**src/rtl/elevator_pkg.sv**
```systemverilog
// Shared types and constants for the SCAN elevator controller and its bench.
package elevator_pkg;

   typedef enum logic [1:0] {
      ST_IDLE,
      ST_MOVE,
      ST_DOOR
   } state_e;

   localparam logic [1:0] KIND_IN = 2'b00;
   localparam logic [1:0] KIND_UP = 2'b01;
   localparam logic [1:0] KIND_DN = 2'b10;

   localparam logic DIR_UP = 1'b1;
   localparam logic DIR_DN = 1'b0;

   function automatic int max_i(input int a, input int b);
      return (a > b) ? a : b;
   endfunction

endpackage

```
**src/rtl/cycle_timer.sv**
```systemverilog
// Loadable down-counter; expire is high during the last counted cycle.
module cycle_timer #(
   parameter int W = 3
) (
   input  logic         clk,
   input  logic         reset,
   input  logic         load,
   input  logic [W-1:0] load_val,
   output logic         expire
);

   logic [W-1:0] count_q;
   logic [W-1:0] count_d;

   always_comb begin
      count_d = count_q;
      if (load) begin
         count_d = load_val;
      end else if (count_q != '0) begin
         count_d = count_q - W'(1);
      end
   end

   always_ff @(posedge clk or negedge reset) begin
      if (!reset) begin
         count_q <= '0;
      end else begin
         count_q <= count_d;
      end
   end

   assign expire = (count_q == W'(1));

endmodule

```
**src/rtl/scan_elevator_ctrl.sv**
```systemverilog
// Single-car SCAN elevator controller with latched request masks and a shared
// travel/door timer.
module scan_elevator_ctrl
   import elevator_pkg::*;
#(
   parameter int  FLOORS        = 8,
   parameter int  TRAVEL_CYCLES = 4,
   parameter int  DOOR_CYCLES   = 3,
   localparam int FW            = $clog2(FLOORS)
) (
   input  logic              clk,
   input  logic              reset,
   input  logic              req_valid,
   input  logic [FW-1:0]     req_floor,
   input  logic [1:0]        req_kind,
   output logic [FW-1:0]     cur_floor,
   output logic              dir,
   output logic              moving,
   output logic              door_open,
   output logic              arrived,
   output logic [FLOORS-1:0] pend_in,
   output logic [FLOORS-1:0] pend_up,
   output logic [FLOORS-1:0] pend_dn
);

   localparam int TW = $clog2(max_i(TRAVEL_CYCLES, DOOR_CYCLES) + 1);
   localparam logic [TW-1:0] TRAVEL_LD = TW'(TRAVEL_CYCLES);
   localparam logic [TW-1:0] DOOR_LD   = TW'(DOOR_CYCLES);

   state_e            state_q, state_d;
   logic [FW-1:0]     cur_floor_q, cur_floor_d;
   logic              dir_q, dir_d;
   logic              arrived_q, arrived_d;
   logic [FLOORS-1:0] pend_in_q, pend_in_d;
   logic [FLOORS-1:0] pend_up_q, pend_up_d;
   logic [FLOORS-1:0] pend_dn_q, pend_dn_d;

   logic              tmr_load;
   logic [TW-1:0]     tmr_val;
   logic              tmr_expire;

   logic              req_ok, door_hit;
   logic [FW-1:0]     next_floor;
   logic [FLOORS-1:0] pend_any;
   logic [FLOORS-1:0] oh_req, oh_cur, oh_nxt;
   logic [FLOORS-1:0] above_cur, below_cur, above_nxt, below_nxt;
   logic              ahead_cur_dir, ahead_cur_opp, ahead_nxt_dir;
   logic [FLOORS-1:0] set_in, set_up, set_dn;
   logic [FLOORS-1:0] clr_in, clr_up, clr_dn;
   logic              hall_dir_hit, hall_opp_hit, serve;

   cycle_timer #(.W(TW)) u_timer (
      .clk      (clk),
      .reset    (reset),
      .load     (tmr_load),
      .load_val (tmr_val),
      .expire   (tmr_expire)
   );

   // Request filtering plus the one-hot and thermometer masks behind ahead().
   always_comb begin
      req_ok = req_valid
               && (int'(req_floor) < FLOORS)
               && (req_kind != 2'b11)
               && !((req_kind == KIND_UP) && (int'(req_floor) == FLOORS - 1))
               && !((req_kind == KIND_DN) && (req_floor == '0));
      door_hit = req_ok && (state_q == ST_DOOR) && (req_floor == cur_floor_q)
                 && ((req_kind == KIND_IN)
                     || ((req_kind == KIND_UP) && (dir_q == DIR_UP))
                     || ((req_kind == KIND_DN) && (dir_q == DIR_DN)));
      next_floor = (dir_q == DIR_UP) ? cur_floor_q + FW'(1) : cur_floor_q - FW'(1);
      pend_any   = pend_in_q | pend_up_q | pend_dn_q;
      for (int i = 0; i < FLOORS; i++) begin
         oh_req[i]    = (req_floor == FW'(i));
         oh_cur[i]    = (cur_floor_q == FW'(i));
         oh_nxt[i]    = (next_floor == FW'(i));
         above_cur[i] = (FW'(i) > cur_floor_q);
         below_cur[i] = (FW'(i) < cur_floor_q);
         above_nxt[i] = (FW'(i) > next_floor);
         below_nxt[i] = (FW'(i) < next_floor);
      end
      ahead_cur_dir = |(pend_any & ((dir_q == DIR_UP) ? above_cur : below_cur));
      ahead_cur_opp = |(pend_any & ((dir_q == DIR_UP) ? below_cur : above_cur));
      ahead_nxt_dir = |(pend_any & ((dir_q == DIR_UP) ? above_nxt : below_nxt));
      set_in = (req_ok && !door_hit && (req_kind == KIND_IN)) ? oh_req : '0;
      set_up = (req_ok && !door_hit && (req_kind == KIND_UP)) ? oh_req : '0;
      set_dn = (req_ok && !door_hit && (req_kind == KIND_DN)) ? oh_req : '0;
      hall_dir_hit = |(((dir_q == DIR_UP) ? pend_up_q : pend_dn_q) & oh_nxt);
      hall_opp_hit = |(((dir_q == DIR_UP) ? pend_dn_q : pend_up_q) & oh_nxt);
      serve = (|(pend_in_q & oh_nxt)) || hall_dir_hit || (hall_opp_hit && !ahead_nxt_dir);
   end

   // SCAN scheduler: decides motion, service and which mask bits to clear.
   always_comb begin
      state_d     = state_q;
      cur_floor_d = cur_floor_q;
      dir_d       = dir_q;
      arrived_d   = 1'b0;
      clr_in      = '0;
      clr_up      = '0;
      clr_dn      = '0;
      tmr_load    = 1'b0;
      tmr_val     = TRAVEL_LD;
      case (state_q)
         ST_IDLE: begin
            if (|(pend_any & oh_cur)) begin
               clr_in   = oh_cur;
               clr_up   = oh_cur;
               clr_dn   = oh_cur;
               state_d  = ST_DOOR;
               tmr_load = 1'b1;
               tmr_val  = DOOR_LD;
            end else if (ahead_cur_dir) begin
               state_d  = ST_MOVE;
               tmr_load = 1'b1;
            end else if (ahead_cur_opp) begin
               dir_d    = ~dir_q;
               state_d  = ST_MOVE;
               tmr_load = 1'b1;
            end
         end
         ST_MOVE: begin
            if (tmr_expire) begin
               cur_floor_d = next_floor;
               arrived_d   = 1'b1;
               tmr_load    = 1'b1;
               if (serve) begin
                  clr_in = oh_nxt;
                  if (dir_q == DIR_UP) clr_up = oh_nxt;
                  else                 clr_dn = oh_nxt;
                  if (!ahead_nxt_dir) begin
                     clr_up = oh_nxt;
                     clr_dn = oh_nxt;
                     dir_d  = ~dir_q;
                  end
                  state_d = ST_DOOR;
                  tmr_val = DOOR_LD;
               end
            end
         end
         ST_DOOR: begin
            if (door_hit) begin
               tmr_load = 1'b1;
               tmr_val  = DOOR_LD;
            end else if (tmr_expire) begin
               state_d = ST_IDLE;
            end
         end
         default: state_d = ST_IDLE;
      endcase
      pend_in_d = (pend_in_q | set_in) & ~clr_in;
      pend_up_d = (pend_up_q | set_up) & ~clr_up;
      pend_dn_d = (pend_dn_q | set_dn) & ~clr_dn;
   end

   always_ff @(posedge clk or negedge reset) begin
      if (!reset) begin
         state_q     <= ST_IDLE;
         cur_floor_q <= '0;
         dir_q       <= DIR_UP;
         arrived_q   <= 1'b0;
         pend_in_q   <= '0;
         pend_up_q   <= '0;
         pend_dn_q   <= '0;
      end else begin
         state_q     <= state_d;
         cur_floor_q <= cur_floor_d;
         dir_q       <= dir_d;
         arrived_q   <= arrived_d;
         pend_in_q   <= pend_in_d;
         pend_up_q   <= pend_up_d;
         pend_dn_q   <= pend_dn_d;
      end
   end

   assign cur_floor = cur_floor_q;
   assign dir       = dir_q;
   assign moving    = (state_q == ST_MOVE);
   assign door_open = (state_q == ST_DOOR);
   assign arrived   = arrived_q;
   assign pend_in   = pend_in_q;
   assign pend_up   = pend_up_q;
   assign pend_dn   = pend_dn_q;

`ifndef SYNTHESIS
   a_floor_range: assert property (@(posedge clk) disable iff (!reset)
      (int'(cur_floor_q) < FLOORS));
`endif

endmodule

```
**config.mk**
```make
export PLATFORM = sky130hd
export DESIGN_NAME = scan_elevator_ctrl
export DESIGN_NICKNAME = d
export VERILOG_FILES = /design/src/rtl/elevator_pkg.sv /design/src/rtl/cycle_timer.sv /design/src/rtl/scan_elevator_ctrl.sv
export SDC_FILE = /design/constraint.sdc
export NUM_CORES = 1
export LEC_CHECK = 0
export CAP_MARGIN = 15
export CORE_MARGIN = 3
export CORE_UTILIZATION = 29
export CTS_CLUSTER_SIZE = 25
export DETAILED_ROUTE_END_ITERATION = 8
export PLACE_DENSITY = 0.52
export SYNTH_ARGS = -nofsm -noshare
export SYNTH_HDL_FRONTEND = slang
export SYNTH_SLANG_ARGS = --single-unit
```
**constraint.sdc**
```tcl
create_clock -name clk -period 7.33 [get_ports clk]
set_input_delay 2.199 -clock clk [delete_from_list [all_inputs] [get_ports clk]]
set_output_delay 2.199 -clock clk [all_outputs]
set_load 0.05 [all_outputs]
```
==> results of run 1 <==
-- sequential cells by signal, indices dropped and copies added (netlist names) --
signal	flops
dir	1
state_q	2
pend_up	8
pend_in	8
u_timer.count_q	3
arrived	1
cur_floor	3
pend_dn	8
-- stage by stage --
stage	cell area (sq um)	setup WS (ps)	hold WS (ps)	util
2_1_floorplan	3010	3280	470	-
3_3_place_gp	3440	2650	497	0.347
3_5_place_dp	3440	2560	510	0.347
4_1_cts	3540	2670	529	0.357
5_1_grt	3540	2270	543	0.357
6_report	3540	2550	524	0.357
-- Yosys cell counts (all sizes together) (4+ instances only) --
cell type / n / area, sq um
nand2: 26 / 97.6
nor2: 20 / 75.1
nor2b: 8 / 50.1
xnor2: 7 / 61.3
a221oi: 18 / 158
and3: 5 / 31.3
nor3: 9 / 45.0
dfrtp: 33 / 826
nand2b: 5 / 31.3
a211oi: 17 / 143
ha: 9 / 113
o211ai: 8 / 60.1
nand3: 9 / 45.0
a21o: 4 / 30.0
or3: 9 / 61.3
clkbuf: 11 / 43.8
a2bb2oi: 4 / 35.0
mux2i: 10 / 100
a31oi: 4 / 25.0
o21ai: 16 / 80.1
and2: 5 / 31.3
buf: 19 / 91.3
a21oi: 40 / 200
nor3b: 7 / 52.6
inv: 11 / 41.3
-- cell usage in the layout, fill, tap and decap left out, types with 6 or more instances in the layout --
cell type	netlist	layout
a221oi_1	18	18
nand3_1	9	9
ha_1	9	9
clkdlybuf4s50_1	0	38
or3_1	8	8
o21ai_0	16	16
xnor2_1	7	7
clkbuf_8	0	6
inv_1	11	11
nor3b_1	7	7
o211ai_1	8	8
a211oi_1	14	14
dfrtp_1	33	33
nor2b_1	8	8
nand2_1	26	26
a21oi_1	40	40
nor2_1	20	20
nor3_1	9	9
mux2i_1	10	10
-- final timing paths --
| path | startpoint | to | slack [ps] | cells past startpoint |
|---|---|---|---|---|
| setup / recovery | cur_floor[1] | pend_in[3] | 2550 | 9 |
| hold / removal | u_timer.count_q[1] | u_timer.count_q[1] | 520 | 1 |
| setup reg to reg | cur_floor[1] | pend_in[3] | 2550 | 9 |
| hold reg to reg | u_timer.count_q[1] | u_timer.count_q[1] | 520 | 1 |
| max in group asynchronous | reset | dir | 4680 | 2 |
| min in group asynchronous | reset | state_q[1] | 2310 | 2 |
-- routing by layer --
metal,part of all wire,global-route usage,up-vias
li1,-,-,1450
met1,0.45,0.264,1583
met2,0.46,0.302,142
met3,0.055,0.0270,30
met4,0.032,0.0812,0
met5,0,0,-
-- layout make-up --
class                      count  area share
timing repair buffer          41       0.114
clock buffer                   6      0.0233
tap                          133      0.0470
multi-input combinational    292       0.560
inverter                      11      0.0117
sequential                    34       0.241
clock inverter                 2     0.00354
-- logic make-up (layout without fill, tap and decap cells) --
family / after synthesis / count (layout) / synth area share
AO/OA/AOI/OAI: 147 / 147 / 0.348
XOR/XNOR: 8 / 8 / 0.0258
adder cells (fa/ha/maj): 9 / 9 / 0.0374
buffers and inverters: 41 / 60 / 0.0587
flip-flops: 34 / 34 / 0.283
multiplexers: 12 / 12 / 0.0408
AND/OR/NAND/NOR: 116 / 116 / 0.206
-- critical path: stages (launching register included) --
cell	delay (ps)
dfrtp_1	760
inv_1	270
ha_1	1030
nor2_1	230
o311a_1	350
a31oi_1	140
nand4_1	320
o2111a_2	440
nor2_1	820
a221oi_1	230
==> metrics.txt, run 1 <==
Routed WL=11100 um; total congestion overflow=0; fin cells=519; synth-to-layout area growth=17.6%; clock tree sinks=34; total CTS buffers=5; die height=108 um; register area=852 sq um; Req. time, crit path=7450 ps; vias in the first global route=3123; fill count=1041; Initial Utilization=0.304; setup TNS=0 ps; Primary FF master, synth=dfrtp_1; Tmin final=4780 ps; TritonCTS clock tree=built; GPL Wtd Cong=0.901; antenna violations before repair=0; FP Rows=36; H-Tree Depth=2; warnings from Yosys=0; Inst Count DP=511; DRC violations left=0; vias per cell=6.18; Setup Skew=12.9 ps; max-cap viol count=0; Mean Syn Cell Area=8.20 sq um; Post-Syn Nets=384; Detail Route Antenna Nets=0; Hold Vio Cnt, Final=0; Core ar.=9910 sq um; CP arrival=4900 ps; n_diodes=0; Root Buffer=clkbuf_8; DR pass1 iterations=5; overall global routing resource usage=0.192; Pins Over Slew Limit=0; Final nets=402; register area share after synthesis=0.283; status=complete, no violations; startpoint types=flip-flop; Slew headroom=0.211; CP Capture Type=flip-flop; cells after synthesis=367; io pins=39; first-pass GRT wire length=17400 um; PortBufs=38; pin count of the biggest net entering global routing=43; Multi-input gate area=1980 sq um; Hold-fix buffers, CTS=0; setup bufs post-CTS=0; worst-skew pair later-pin latency=300 ps; WL/cell=21.4 um; hpwl dp=7770 um; Fmax=209 MHz; post-route clock period utilization=0.652; Synth Cell Area=3010 sq um; RSZ-0062 raised after global routing=false; Yosys reg bits=34; Max Root-Sink Buffers=2; Slew @ Worst Pin=1170 ps; ratio of cells with drive above 1 in the final layout=0.0648; Vias=3205; HP Class=reg -> reg; CP Class=reg -> reg; crit-path max FO=33; synth unique cells=66; final setup vio count=0; Async S/R FF share, synth=1.00; number of synthesized flops with an enable pin=0; DIE AREA=11600 sq um; clk slew on worst S/H paths=80 ps; initial drt markers=314; PostCTS Resize Cnt=0; Die W=108 um
Power of run 1 is left out: the tool's default activity adds up to more than one toggle a clock period on the data nets, which glitch-free logic cannot reach.
==> run 2: changes to the inputs <==
- clock period: 7.33 -> 4.4 ns (I/O delays scaled with it)
==> run 2 against run 1 <==
Net effect: sequential share of layout area fell by 0.57 points; first-iteration DRC count shrank 22%; die area unchanged; design area grew 2.4%; clock-buffer cell count is the same; worst setup slack got worse by 1800 ps; critical path type unchanged.
==> metrics.txt, run 2 (synthesis gave the netlist of run 1 again) <==
status=complete, no violations; total CTS buffers=5; Routed WL=10900 um; HP Class=reg -> reg; critical path, cell by cell=inv_1, ha_1, buf_4, nor3b_1, a31oi_1, nor2_1, nor4_1, o2111a_2, nor2_1, buf_4, o32a_1; ratio of cells with drive above 1 in the final layout=0.0907; RSZ-0062 raised after global routing=false; Root Buffer=clkbuf_8; crit-path max FO=18; clk slew on worst S/H paths=80 ps; Vias=3162; launch point of the worst path=cur_floor[0]; most frequent cells in the layout=a21oi_1, clkdlybuf4s50_1, dfrtp_1; worst stage delay on the critical path=710 ps; Initial Utilization=0.304; CP arrival=3860 ps; initial drt markers=244; die height=108 um; design area=3620 sq um; Setup Skew=12.7 ps; Fmax=273 MHz; PostCTS Resize Cnt=0; max-cap viol count=0; hold_sp=u_timer.count_q[1]; Max Root-Sink Buffers=2; worst-skew pair later-pin latency=300 ps; Core Util, Final=0.366; antenna violations before repair=0; GPL Wtd Cong=0.849; DIE AREA=11600 sq um; Core ar.=9910 sq um; TritonCTS clock tree=built; Critical R2R Launch=cur_floor[0]; final setup vio count=0; Slew headroom=0.459; setup TNS=0 ps; n_diodes=0; slowest stage cell, crit path=dfrtp_1; post-route clock period utilization=0.833; hpwl dp=7860 um; first-pass GRT wire length=17100 um; commonest non-fill, non-tap cell in the layout=a21oi_1; DRC violations left=0; Die W=108 um; overall global routing resource usage=0.189; synth-to-layout area growth=20.5%; DR pass1 iterations=5; Slew @ Worst Pin=809 ps; Hold Vio Cnt, Final=0; Pins Over Slew Limit=0; clock tree sinks=34; PortBufs=38; Tmin final=3670 ps; CP Capture Type=flip-flop; startpoint types=flip-flop; io pins=39; setup bufs post-CTS=0; Req. time, crit path=4590 ps; H-Tree Depth=2; pin count of the biggest net entering global routing=37; Final nets=413; WL/cell=20.6 um; final hold slack=508 ps; total congestion overflow=0; Hold-fix buffers, CTS=0; vias per cell=5.97; Detail Route Antenna Nets=0; vias in the first global route=3057; FP Rows=36; CP Class=reg -> reg; placed inst area=3520 sq um
## run 2: critical path: cells and delay by family (launching register included)
kind	cells	cell delay, ps
compound gates	3	990
flops	1	710
simple gates	4	510
fa+ha+maj	1	680
buf+inv	3	660
## run 2: per-stage QoR
step	setup slack, ps	instances
detailed placement	639	522
CTS	749	530
finish	733	530
global route	428	530
floorplan	1030	367
global placement	705	522
## run 2: final timing paths
kind / endpoint / slack (ps) / cells past startpoint
setup / recovery: u_timer.count_q[1] / 730 / 11
hold / removal: u_timer.count_q[1] / 510 / 1
setup reg to reg: u_timer.count_q[1] / 730 / 11
hold reg to reg: u_timer.count_q[1] / 510 / 1
max in group asynchronous: dir / 2630 / 2
min in group asynchronous: cur_floor[0] / 1430 / 2
## run 2: cell type report
class | count | area [sq um]
Clock inverter | 2 | 16.3
Fill cell | 1056 | 6290
Multi-Input combinational cell | 292 | 1980
Tap cell | 133 | 166
Sequential cell | 34 | 852
Inverter | 11 | 41.3
Timing Repair Buffer | 52 | 485
Clock buffer | 6 | 82.6
## run 2: metal layers
layer  up-vias  GRT usage  part of all wire
li1       1472          -                 -
met1      1545      0.258              0.46
met2       127      0.304              0.47
met3        18     0.0300             0.054
met4         0     0.0586             0.021
met5         -          0                 0
Power of run 2 is left out for the same reason.
==> run 3: changes to the inputs <==
- clock period: 4.4 -> 3.7 ns (I/O delays scaled with it)
==> run 3 against run 2 <==
Net effect: routed wire length rose by 3.0%; critical path type is now in -> reg; critical endpoint unchanged; global-route usage rose by 0.62 points; via count rose by 2.2%; highest routed layer unchanged; non-clock buffer count rose by 5; utilization rose by 0.30 points; critical path depth fell by 3; worst setup slack got worse by 240 ps.
==> metrics.txt, run 3 (synthesis gave the netlist of run 1 again) <==
worst-skew pair later-pin latency=300 ps; crit-path max FO=10; commonest non-fill, non-tap cell in the layout=a21oi_1; PostCTS Resize Cnt=0; Slew headroom=0.450; WL/cell=21.1 um; setup TNS=0 ps; GPL Wtd Cong=0.869; max-cap viol count=0; DR pass1 iterations=5; clk slew on worst S/H paths=80 ps; grt peak-use layer=met2; Vias=3233; total congestion overflow=0; Slew @ Worst Pin=822 ps; crit-path leading delay family=simple AND/OR/NAND/NOR gates; Detail Route Antenna Nets=0; Root Buffer=clkbuf_8; ratio of cells with drive above 1 in the final layout=0.0995; CP Buf/Inv Count=1; first-pass GRT wire length=17800 um; PortBufs=38; final setup vio count=0; total CTS buffers=5; status=complete, no violations; RSZ-0062 raised after global routing=false; Hold Vio Cnt, Final=0; most frequent cells in the layout=a21oi_1, clkdlybuf4s50_1, dfrtp_1; met1 GRT Util=0.264; Max Root-Sink Buffers=2; Final nets=418; Initial Utilization=0.304; Fmax=312 MHz; initial drt markers=341; hpwl dp=8130 um; antenna violations before repair=0; worst stage delay on the critical path=680 ps; CP Class=in -> reg; CP Capture Type=flip-flop; Final WS setup=492 ps; DP Worst Slack=174 ps; post-route clock period utilization=0.867; DRC violations left=0; pin count of the biggest net entering global routing=41; met2 GRT Util=0.317; io pins=39; overall global routing resource usage=0.195; setup bufs post-CTS=0; CP arrival=3400 ps; Hold-fix buffers, CTS=0; Tmin final=3210 ps; vias per cell=6.04; FP Rows=36; H-Tree Depth=2; synth-to-layout area growth=21.5%; Req. time, crit path=3890 ps; HP Class=reg -> reg; startpoint types=input pin; Setup Skew=10.5 ps; Routed WL=11300 um; n_diodes=0; DIE AREA=11600 sq um; critical path, cell by cell=clkdlybuf4s50_1, nor3_1, o21ai_0, or4b_2, and2_1, nand2_1, a21oi_1, o32a_1; clock tree sinks=34; die height=108 um; vias in the first global route=3151; slowest stage cell, crit path=or4b_2; Core ar.=9910 sq um; Die W=108 um; Pins Over Slew Limit=0; TritonCTS clock tree=built; met3 GRT Util=0.0240
==> run 3: final timing paths <==
| path | from | to | slack, ps | cells past startpoint |
|---|---|---|---|---|
| worst max-delay path | req_floor[2] | u_timer.count_q[1] | 490 | 8 |
| worst min-delay path | u_timer.count_q[1] | u_timer.count_q[1] | 520 | 1 |
| worst max register to register | cur_floor[0] | pend_dn[3] | 520 | 12 |
| worst min register to register | u_timer.count_q[1] | u_timer.count_q[1] | 520 | 1 |
| max in group asynchronous | reset | pend_dn[5] | 2140 | 2 |
| min in group asynchronous | reset | cur_floor[1] | 1210 | 2 |
==> run 3: worst register-to-register path, delay by kind of cell (launching register included) <==
kind            cells  cell delay (ps)
buf+inv             4              790
simple gates        2              330
flops               1              420
fa+ha+maj           1              310
compound gates      5             1180
==> run 3: cell type report <==
cell class                 instances  area [sq um]
tap                              133           166
clock inverter                     1          5.00
clock buffer                       7          86.3
timing repair buffer              57           523
multi-input combinational        292          1980
inverter                          11          41.3
fill                            1047          6260
sequential                        34           852
==> run 3: through the flow <==
stage	cell area, sq um	utilization	instances	hold WS, ps
floorplan	3010	-	367	470
global placement	3560	0.359	527	492
detailed placement	3560	0.359	527	504
CTS	3650	0.369	535	522
global route	3650	0.369	535	555
finish	3650	0.369	535	517
==> run 3: layer usage <==
| layer | vias up | part of all wire |
|---|---|---|
| met2 | 134 | 0.47 |
| li1 | 1482 | - |
| met3 | 28 | 0.056 |
| met5 | - | 0 |
| met4 | 0 | 0.027 |
| met1 | 1589 | 0.45 |
Power of run 3 is left out for the same reason.
